===== config.mk =====
export PLATFORM = sky130hd
export DESIGN_NAME = uart_rx
export DESIGN_NICKNAME = d
export VERILOG_FILES = /design/src/rtl/uart_rx.sv
export SDC_FILE = /design/constraint.sdc
export NUM_CORES = 1
export LEC_CHECK = 0
export BUFFER_PORTS_ARGS = -buffer_cell sky130_fd_sc_hd__buf_4
export CAP_MARGIN = 20
export CORE_MARGIN = 1
export CORE_UTILIZATION = 34
export CTS_CLUSTER_DIAMETER = 200
export DETAILED_ROUTE_END_ITERATION = 10
export GPL_ROUTABILITY_DRIVEN = 0
export GPL_TIMING_DRIVEN = 0
export HOLD_SLACK_MARGIN = 0.1
export SLEW_MARGIN = 30
export SYNTH_ARGS = -nofsm -noshare
export SYNTH_HDL_FRONTEND = slang
export SYNTH_SLANG_ARGS = --single-unit

===== constraint.sdc =====
create_clock -name clk -period 2 [get_ports clk]
set_input_delay 0.2 -clock clk [delete_from_list [all_inputs] [get_ports clk]]
set_output_delay 0.2 -clock clk [all_outputs]
set_load 0.02 [all_outputs]

===== src/rtl/uart_rx.sv =====
`default_nettype none
// ============================================================================
//  Module      : uart_rx
//  Description : UART receiver. Each frame is
//                start(0), 8 data bits LSB first, parity, stop(1).
//                Bit timing comes from an internal bit-period counter on the
//                system clock. There is no derived baud clock.
//                Each good byte is presented with a one-cycle rx_valid strobe
//                and a parity_err flag. A low stop bit gives a one-cycle
//                frame_err pulse and the byte is discarded.
//  Ports       : clk        - system clock, the single clock of the block
//                reset      - synchronous, active-high reset
//                rx         - asynchronous serial input, idles high
//                data_rx    - last good byte; holds until the next good frame
//                rx_valid   - one-cycle pulse: data_rx updated this cycle
//                parity_err - valid with rx_valid: parity bit mismatched
//                frame_err  - one-cycle pulse: stop bit sampled low
//                rx_busy    - high from start-bit detection until back in IDLE
//  Parameters  : BAUD_DIV   - clk cycles per bit (>= 4)
//                PARITY     - 0 = even, 1 = odd
//  Revision    : 1.0 - initial release
// ============================================================================
module uart_rx #(
    parameter int BAUD_DIV = 6,
    parameter bit PARITY   = 1'b0
) (
    input  logic       clk,
    input  logic       reset,
    input  logic       rx,
    output logic [7:0] data_rx,
    output logic       rx_valid,
    output logic       parity_err,
    output logic       frame_err,
    output logic       rx_busy
);

    // ------------------------------------------------------------------------
    // Constants
    // ------------------------------------------------------------------------
    localparam int              c_CW   = (BAUD_DIV > 2) ? $clog2(BAUD_DIV) : 2;
    // HALF is the counter value at the middle of the start bit.
    localparam logic [c_CW-1:0] c_HALF = c_CW'(BAUD_DIV / 2 - 1);
    // LAST is the counter value one full bit period after the previous sample.
    localparam logic [c_CW-1:0] c_LAST = c_CW'(BAUD_DIV - 1);

    // ------------------------------------------------------------------------
    // State encoding
    // ------------------------------------------------------------------------
    typedef enum logic [2:0] {
        S_IDLE    = 3'd0,
        S_START   = 3'd1,
        S_DATA    = 3'd2,
        S_PARITY  = 3'd3,
        S_STOP    = 3'd4,
        S_WAIT_HI = 3'd5
    } state_t;

    // ------------------------------------------------------------------------
    // Registers
    // ------------------------------------------------------------------------
    state_t          r_state;
    logic            r_sync1;
    logic            r_sync2;
    logic [c_CW-1:0] r_cnt;
    logic [2:0]      r_idx;
    logic [7:0]      r_shreg;
    logic            r_perr;
    logic [7:0]      r_data;
    logic            r_valid;
    logic            r_perr_flag;
    logic            r_ferr;

    // ------------------------------------------------------------------------
    // Next-state wires
    // ------------------------------------------------------------------------
    state_t          w_state_nxt;
    logic [c_CW-1:0] w_cnt_nxt;
    logic [2:0]      w_idx_nxt;
    logic [7:0]      w_shreg_nxt;
    logic            w_perr_nxt;
    logic [7:0]      w_data_nxt;
    logic            w_valid_nxt;
    logic            w_perr_flag_nxt;
    logic            w_ferr_nxt;
    logic            w_rxs;
    logic            w_tick;

    // Synchronised serial input. Every decision uses this signal only.
    assign w_rxs  = r_sync2;

    // One full bit period has passed since the previous sample point.
    assign w_tick = (r_cnt == c_LAST);

    // ------------------------------------------------------------------------
    // Two-stage input synchroniser
    // ------------------------------------------------------------------------
    // Both stages reset high so the idle line does not look like a start bit
    // in the first cycles after reset.
    always_ff @(posedge clk) begin
        if (reset) begin
            r_sync1 <= 1'b1;
            r_sync2 <= 1'b1;
        end else begin
            r_sync1 <= rx;
            r_sync2 <= r_sync1;
        end
    end

    // ------------------------------------------------------------------------
    // State and datapath registers
    // ------------------------------------------------------------------------
    always_ff @(posedge clk) begin
        if (reset) begin
            r_state     <= S_IDLE;
            r_cnt       <= '0;
            r_idx       <= '0;
            r_shreg     <= '0;
            r_perr      <= 1'b0;
            r_data      <= '0;
            r_valid     <= 1'b0;
            r_perr_flag <= 1'b0;
            r_ferr      <= 1'b0;
        end else begin
            r_state     <= w_state_nxt;
            r_cnt       <= w_cnt_nxt;
            r_idx       <= w_idx_nxt;
            r_shreg     <= w_shreg_nxt;
            r_perr      <= w_perr_nxt;
            r_data      <= w_data_nxt;
            r_valid     <= w_valid_nxt;
            r_perr_flag <= w_perr_flag_nxt;
            r_ferr      <= w_ferr_nxt;
        end
    end

    // ------------------------------------------------------------------------
    // Next-state and output logic
    // ------------------------------------------------------------------------
    // After the start bit, r_cnt is cleared at each sample point. Each later
    // sample is therefore taken exactly BAUD_DIV cycles after the previous
    // one, and every sample stays aligned to the middle of its bit.
    always_comb begin
        w_state_nxt     = r_state;
        w_cnt_nxt       = r_cnt + 1'b1;
        w_idx_nxt       = r_idx;
        w_shreg_nxt     = r_shreg;
        w_perr_nxt      = r_perr;
        w_data_nxt      = r_data;
        w_valid_nxt     = 1'b0;
        w_perr_flag_nxt = 1'b0;
        w_ferr_nxt      = 1'b0;

        case (r_state)
            S_IDLE: begin
                w_cnt_nxt = '0;
                if (!w_rxs) begin
                    w_state_nxt = S_START;
                end
            end

            S_START: begin
                if (r_cnt == c_HALF) begin
                    w_cnt_nxt = '0;
                    if (!w_rxs) begin
                        w_state_nxt = S_DATA;
                        w_idx_nxt   = '0;
                    end else begin
                        // The line went high again before mid-bit.
                        // Treat it as a glitch and drop it without any flag.
                        w_state_nxt = S_IDLE;
                    end
                end
            end

            S_DATA: begin
                if (w_tick) begin
                    w_cnt_nxt          = '0;
                    w_shreg_nxt[r_idx] = w_rxs;
                    if (r_idx == 3'd7) begin
                        w_state_nxt = S_PARITY;
                    end else begin
                        w_idx_nxt = r_idx + 3'd1;
                    end
                end
            end

            S_PARITY: begin
                if (w_tick) begin
                    w_cnt_nxt   = '0;
                    w_perr_nxt  = w_rxs ^ PARITY ^ (^r_shreg);
                    w_state_nxt = S_STOP;
                end
            end

            S_STOP: begin
                if (w_tick) begin
                    w_cnt_nxt = '0;
                    if (w_rxs) begin
                        w_data_nxt      = r_shreg;
                        w_valid_nxt     = 1'b1;
                        w_perr_flag_nxt = r_perr;
                        w_state_nxt     = S_IDLE;
                    end else begin
                        // Framing error. data_rx keeps its old value. Wait
                        // for the line to return high so that a break is not
                        // decoded as a run of 0x00 frames.
                        w_ferr_nxt  = 1'b1;
                        w_state_nxt = S_WAIT_HI;
                    end
                end
            end

            S_WAIT_HI: begin
                w_cnt_nxt = '0;
                if (w_rxs) begin
                    w_state_nxt = S_IDLE;
                end
            end

            default: begin
                w_cnt_nxt   = '0;
                w_state_nxt = S_IDLE;
            end
        endcase
    end

    // ------------------------------------------------------------------------
    // Outputs
    // ------------------------------------------------------------------------
    assign data_rx    = r_data;
    assign rx_valid   = r_valid;
    assign parity_err = r_perr_flag;
    assign frame_err  = r_ferr;
    assign rx_busy    = (r_state != S_IDLE);

endmodule

`default_nettype wire


==> reports/results.tsv, run 1 <==
stage	metric	value	unit
die	DIE AREA	4870	sq um
timing	relative slew slack	0.657	
placed_design	Cell Area, Placed	1730	sq um
timing	setup violators final	0	
pwr	power after layout	1.51	mW
cts	cts hold-fix bufs	1	
logic_synthesis	Synth Instances	165	
finish	Core Util, Final	0.424	
finish	Layout Area Growth over Synthesis	19.1	%
global_routing	number of global-route vias before repair	1135	
routing	drt first pass iters	4	
logic_synthesis	largest cells by area after synthesis	dfxtp_1 (40%), mux2i_1 (12%), nor2_1 (5.3%)	
routing	drt via density	5.13	
hold_path	worst hold stages	2	
logic_synthesis	Net Count, Synth	170	
routing	routed wire length	3.11	mm
global_routing	pin count of the biggest net entering global routing	11	
setup_path	critical path peak fanout	10	
die	Core Footprint	4380	sq um
logic_synthesis	yosys warns	0	
finish	layout filler cell count	465	
setup_path	crit start category	register	
placed_design	number of port buffers	14	
finish	Layout Nets	192	
pwr	leakage power	0.826	nW
cts	TritonCTS buffer count	5	
timing	Tmin final	1720	ps
global_routing	initial antenna violation count	0	
cts	Clock Sinks	31	
timing	fmax	582	MHz
pwr	Peak VDD IR	0.222	mV
timing	Final WS setup	282	ps
logic_synthesis	Main synth FF type	dfxtp_1	
cts	CTS tree	built	
logic_synthesis	Syn Area/Cell	9.47	sq um
logic_synthesis	post-synthesis sequential area ratio	0.397	
setup_path	Worst EP required	2180	ps
routing	wire per inst	12.9	um
global_routing	first-pass GRT wire length	5.42	mm
die	Die H	69.8	um
global_routing	GRT Total Usage	0.141	
logic_synthesis	Synth top area share	0.397	
cts	H-tree depth	2	
global_routing	total gr overflow	0	
die	Die Wd	69.8	um
finish	n_diodes	0	
cts	Clock Latency Late Sink	290	ps
die	row cnt	24	
logic_synthesis	Seq cells post-synth	31	
cts	post_cts resized	0	
setup_path	CP endpoint kind	register	
setup_path	Worst Path Arrival	1890	ps
finish	layout cells sized above 1	0.176	
cts	Clk pin slew, worst setup/hold paths	70	ps
routing	Routed Antenna Nets	0	
logic_synthesis	Post-synth top cells	dfxtp_1 (31), nor2_1 (22), mux2i_1 (18)	
timing	final hold vios	0	
finish	fin area	1860	sq um
timing	Setup TNS	0	ps
logic_synthesis	Cell variety after synth	46	
routing	detailed-route via count	1231	
timing	Final Max Slew Viols	0	
cts	setup bufs post-CTS	0	
timing	fin crit share	0.859	
logic_synthesis	Post-synth ARST share	0	
timing	worst-margin pin slew	515	ps
timing	skew final	9.75	ps
cts	clock tree buffer depth	2	
cts	Root Buffer	clkbuf_8	
routing	Residual DRC	0	
die	Ports	15	
logic_synthesis	Post-Syn Area	1560	sq um
job	max_cap viols	0	
placed_design	HPWL Detailed	2.22	mm
hold_path	Hold Path Class	primary input to register	
logic_synthesis	number of synthesized flops with an enable pin	0	
routing	DRT iter0 DRCs	81	
setup_path	crit path kind	register to register	
outcome	outcome	completed	
pwr	pwr dens	811	nW/um^2
logic_synthesis	cell taking the most area after synthesis	dfxtp_1	
die	Initial Util	0.356	
timing	RSZ-0062 raised after global routing	no	
placed_design	Post-Place Worst Slack	283	ps
logic_synthesis	count leader, synth	dfxtp_1	
setup_path	Worst R2R Path Depth	4	
## cell type report
cell class	instances	area, sq um	area share
Tap cell	52	65.1	0.0350
Clock buffer	6	82.6	0.0444
Multi-Input combinational cell	121	878	0.472
Buffer	13	63.8	0.0343
Timing Repair Buffer	15	115	0.0619
Sequential cell	31	621	0.334
Clock inverter	2	35.0	0.0188
## critical path, stage by stage (launching register included)
cell	delay, ps
dfxtp_1	510
buf_2	280
mux2i_1	290
nand3_1	210
a2111oi_2	320
## logic make-up after synthesis
| group | Yosys count | synth area share |
|---|---|---|
| xor+xnor | 8 | 0.0536 |
| compound gates | 24 | 0.114 |
| buf+inv | 13 | 0.0408 |
| fa+ha+maj | 2 | 0.0160 |
| mux | 18 | 0.115 |
| flops | 31 | 0.397 |
| simple gates | 69 | 0.263 |
## metal layers
metal  routed length, um  global-route usage  up-vias
li1                    -                   -      641
met1                1650               0.203      571
met2                1320               0.197       15
met3                  90              0.0480        4
met4                  38              0.0467        0
met5                   0                   0        -
## registers in the layout, indices dropped and copies added, names as in the netlist
signal	count
r_shreg	8
r_sync2	1
rx_valid	1
frame_err	1
r_perr	1
r_idx	3
r_sync1	1
r_state	3
data_rx	8
r_cnt	3
parity_err	1
## power breakdown
part	internal, mW	switching (mW)	total (mW)	leakage (nW)
Sequential	0.634	0.0324	0.666	0.250
Combinational	0.0887	0.123	0.211	0.514
Clock	0.403	0.229	0.632	0.0612
## cells in the final DEF, fill, tap and decap left out, types with 2 or more instances in the layout
master,n
nand3b_1,3
nor2b_1,3
buf_4,15
nor3_1,3
o21ai_1,4
and2_1,2
mux2i_1,18
nand2_1,6
or2_2,2
and4bb_1,2
a2111oi_2,2
or2_1,2
clkbuf_8,6
nor2_1,22
nand4_1,6
ha_1,2
clkbuf_1,8
xnor2_1,4
nand2b_1,4
buf_2,3
dfxtp_1,31
xor2_1,3
a21oi_1,6
nand4b_1,4
a311oi_1,2
## path summary, 6_finish.rpt
check	from	end	slack (ps)
worst min register to register	r_sync1	r_sync2	410
worst max register to register	r_state[0]	r_cnt[1]	280
worst min-delay path	reset	r_perr	170
worst max-delay path	r_state[0]	r_cnt[1]	280
## metrics by stage
step | cells | hold WS (ps)
floorplan | 165 | 304
global placement | 231 | 387
detailed placement | 231 | 389
CTS | 240 | 164
global route | 240 | 181
finish | 240 | 168
Note: power is estimated with default switching activity, not from simulation.
==> run 2, diff against run 1 <==
CORE_UTILIZATION = 57   (was 34)
PLACE_DENSITY = 0.77   (was not set)
==> run 2 against run 1 <==
Net effect:
- first-iteration DRC count is 67% lower
- wire length is 0.93% lower
- largest power group unchanged
- worst setup slack worse by 23 ps
- die area is 39% lower
- largest cell class unchanged
- hold slack better by 250 ps
- sequential power hardly changed
- clock power is 34% lower
- clock-buffer cell count is 2 higher
- combinational power is 2% higher
- total power is 14% lower
- sequential share of layout area is 1.2 points higher
- critical path type is now register to primary output
==> reports/results.tsv, run 2 (synthesized netlist as in run 1, its figures left out) <==
stage	metric	value	unit
global_routing	GRT Total Usage	0.246	
cts	clock tree buffer depth	2	
routing	drt via density	5.70	
timing	Setup TNS	0	ps
cts	post_cts resized	0	
global_routing	pin count of the biggest net entering global routing	11	
finish	Layout Area Growth over Synthesis	14.8	%
cts	H-tree depth	2	
cts	Clock Sinks	31	
pwr	Seq pwr share	0.510	
timing	Tmin final	1740	ps
placed_design	HPWL Detailed	2.15	mm
pwr	leakage power	0.807	nW
finish	most frequent cells in the layout	dfxtp_1 (31), nor2_1 (22), mux2i_1 (18)	
cts	Clock Latency Late Sink	340	ps
die	Die H	54.4	um
timing	setup violators final	0	
global_routing	initial antenna violation count	0	
routing	Routed Antenna Nets	0	
timing	skew final	23.4	ps
pwr	Peak VDD IR	0.695	mV
setup_path	RR Startpoint	r_state[0]	
cts	CTS tree	built	
die	Die Wd	54.4	um
timing	fmax	574	MHz
setup_path	CP endpoint kind	primary output	
die	DIE AREA	2960	sq um
global_routing	total gr overflow	0	
routing	DRT iter0 DRCs	27	
finish	layout cells sized above 1	0.169	
timing	worst-margin pin slew	490	ps
setup_path	Worst R2R Path Depth	4	
finish	n_diodes	0	
cts	Clk pin slew, worst setup/hold paths	110	ps
setup_path	flop2flop setup slack	310	ps
routing	wire per inst	14.1	um
routing	detailed-route via count	1249	
setup_path	crit path kind	register to primary output	
setup_path	Critical R2R Capture	r_cnt[2]	
die	Ports	15	
global_routing	number of global-route vias before repair	1101	
hold_path	worst hold stages	1	
hold_path	Hold Path Class	register to register	
timing	fin crit share	0.871	
job	max_cap viols	0	
timing	final hold vios	0	
cts	TritonCTS buffer count	5	
cts	Root Buffer	clkbuf_4	
routing	routed wire length	3.08	mm
setup_path	critical path peak fanout	10	
outcome	outcome	completed	
finish	Layout Nets	193	
die	Core Footprint	2540	sq um
setup_path	Worst Path Arrival	1540	ps
pwr	Int Power	930	uW
routing	drt first pass iters	4	
finish	layout filler cell count	207	
die	row cnt	18	
pwr	pwr dens	724	nW/um^2
routing	Residual DRC	0	
pwr	power after layout	1.30	mW
die	Initial Util	0.614	
setup_path	CP Launch Point	r_state[2]	
hold_path	Hold Path End	r_sync2	
timing	Final Max Slew Viols	0	
timing	hold_ws	418	ps
placed_design	number of port buffers	14	
global_routing	first-pass GRT wire length	5.00	mm
hold_path	min-delay src	r_sync1	
pwr	Comb power frac	0.166	
setup_path	crit start category	register	
pwr	net switching fraction of the power	0.285	
setup_path	Worst EP required	1800	ps
pwr	clock group share of total power	0.323	
pwr	Psw	370	uW
timing	RSZ-0062 raised after global routing	no	
timing	relative slew slack	0.674	
finish	commonest non-fill, non-tap cell in the layout	dfxtp_1	
run 2: cell types whose count changed in the layout (fill, tap and decap cells not counted):
cell           change
clkbuf_4           +5
clkbuf_8           -4
bufinv_16          -1
clkbuf_1           +1
clkinv_2           -1
dlygate4sd3_1      +1
run 2: cell type report:
| cell class | instances | area (sq um) | area share |
|---|---|---|---|
| multi-input cells | 121 | 878 | 0.490 |
| repair buffers | 16 | 125 | 0.0697 |
| flip-flops and latches | 31 | 621 | 0.346 |
| well taps | 30 | 37.5 | 0.0209 |
| plain buffers | 13 | 63.8 | 0.0356 |
| clock buffers | 8 | 68.8 | 0.0384 |
run 2: metal layers:
layer,share of wire,vias up,wire length [um],GRT usage
li1,-,638,-,-
met1,0.49,582,1510,0.310
met2,0.45,23,1380,0.382
met3,0.037,6,114,0.0750
met4,0.022,0,67,0.115
met5,0,-,0,0
run 2: critical path, cell delays in order (launching register included):
cell,delay (ps)
dfxtp_1,330
buf_6,130
clkbuf_1,220
or3_1,360
buf_4,160
run 2: what timing repair did:
item | CTS | global route
setup buffers | 0 | 0
endpoints found under the hold margin | 2 | 0
hold buffers | 2 | 0
run 2: power by group through the flow:
stage | Clock [mW] | Sequential, mW | Combinational [mW]
3_5_place_dp | 0 | 0.679 | 0.213
4_1_cts | 0.432 | 0.664 | 0.216
5_1_grt | 0.456 | 0.669 | 0.236
3_3_place_gp | 0 | 0.678 | 0.203
2_1_floorplan | 0 | 0.670 | 0.163
6_report | 0.420 | 0.663 | 0.216
run 2: how the worst max path moves through the flow:
stage / end / cells after the start
floorplan: r_perr / 6
global placement: r_cnt[2] / 4
CTS: rx_busy / 4
finish: rx_busy / 4
detailed placement: r_cnt[2] / 4
global route: r_cnt[1] / 4
run 2: per-stage QoR:
stage          cells  setup slack (ps)  cell area (sq um)   util
6_report         219               259               1790  0.705
3_5_place_dp     209               327               1710  0.670
2_1_floorplan    165               469               1560      -
4_1_cts          219               264               1790  0.705
5_1_grt          219               201               1790  0.705
3_3_place_gp     209               367               1710  0.670
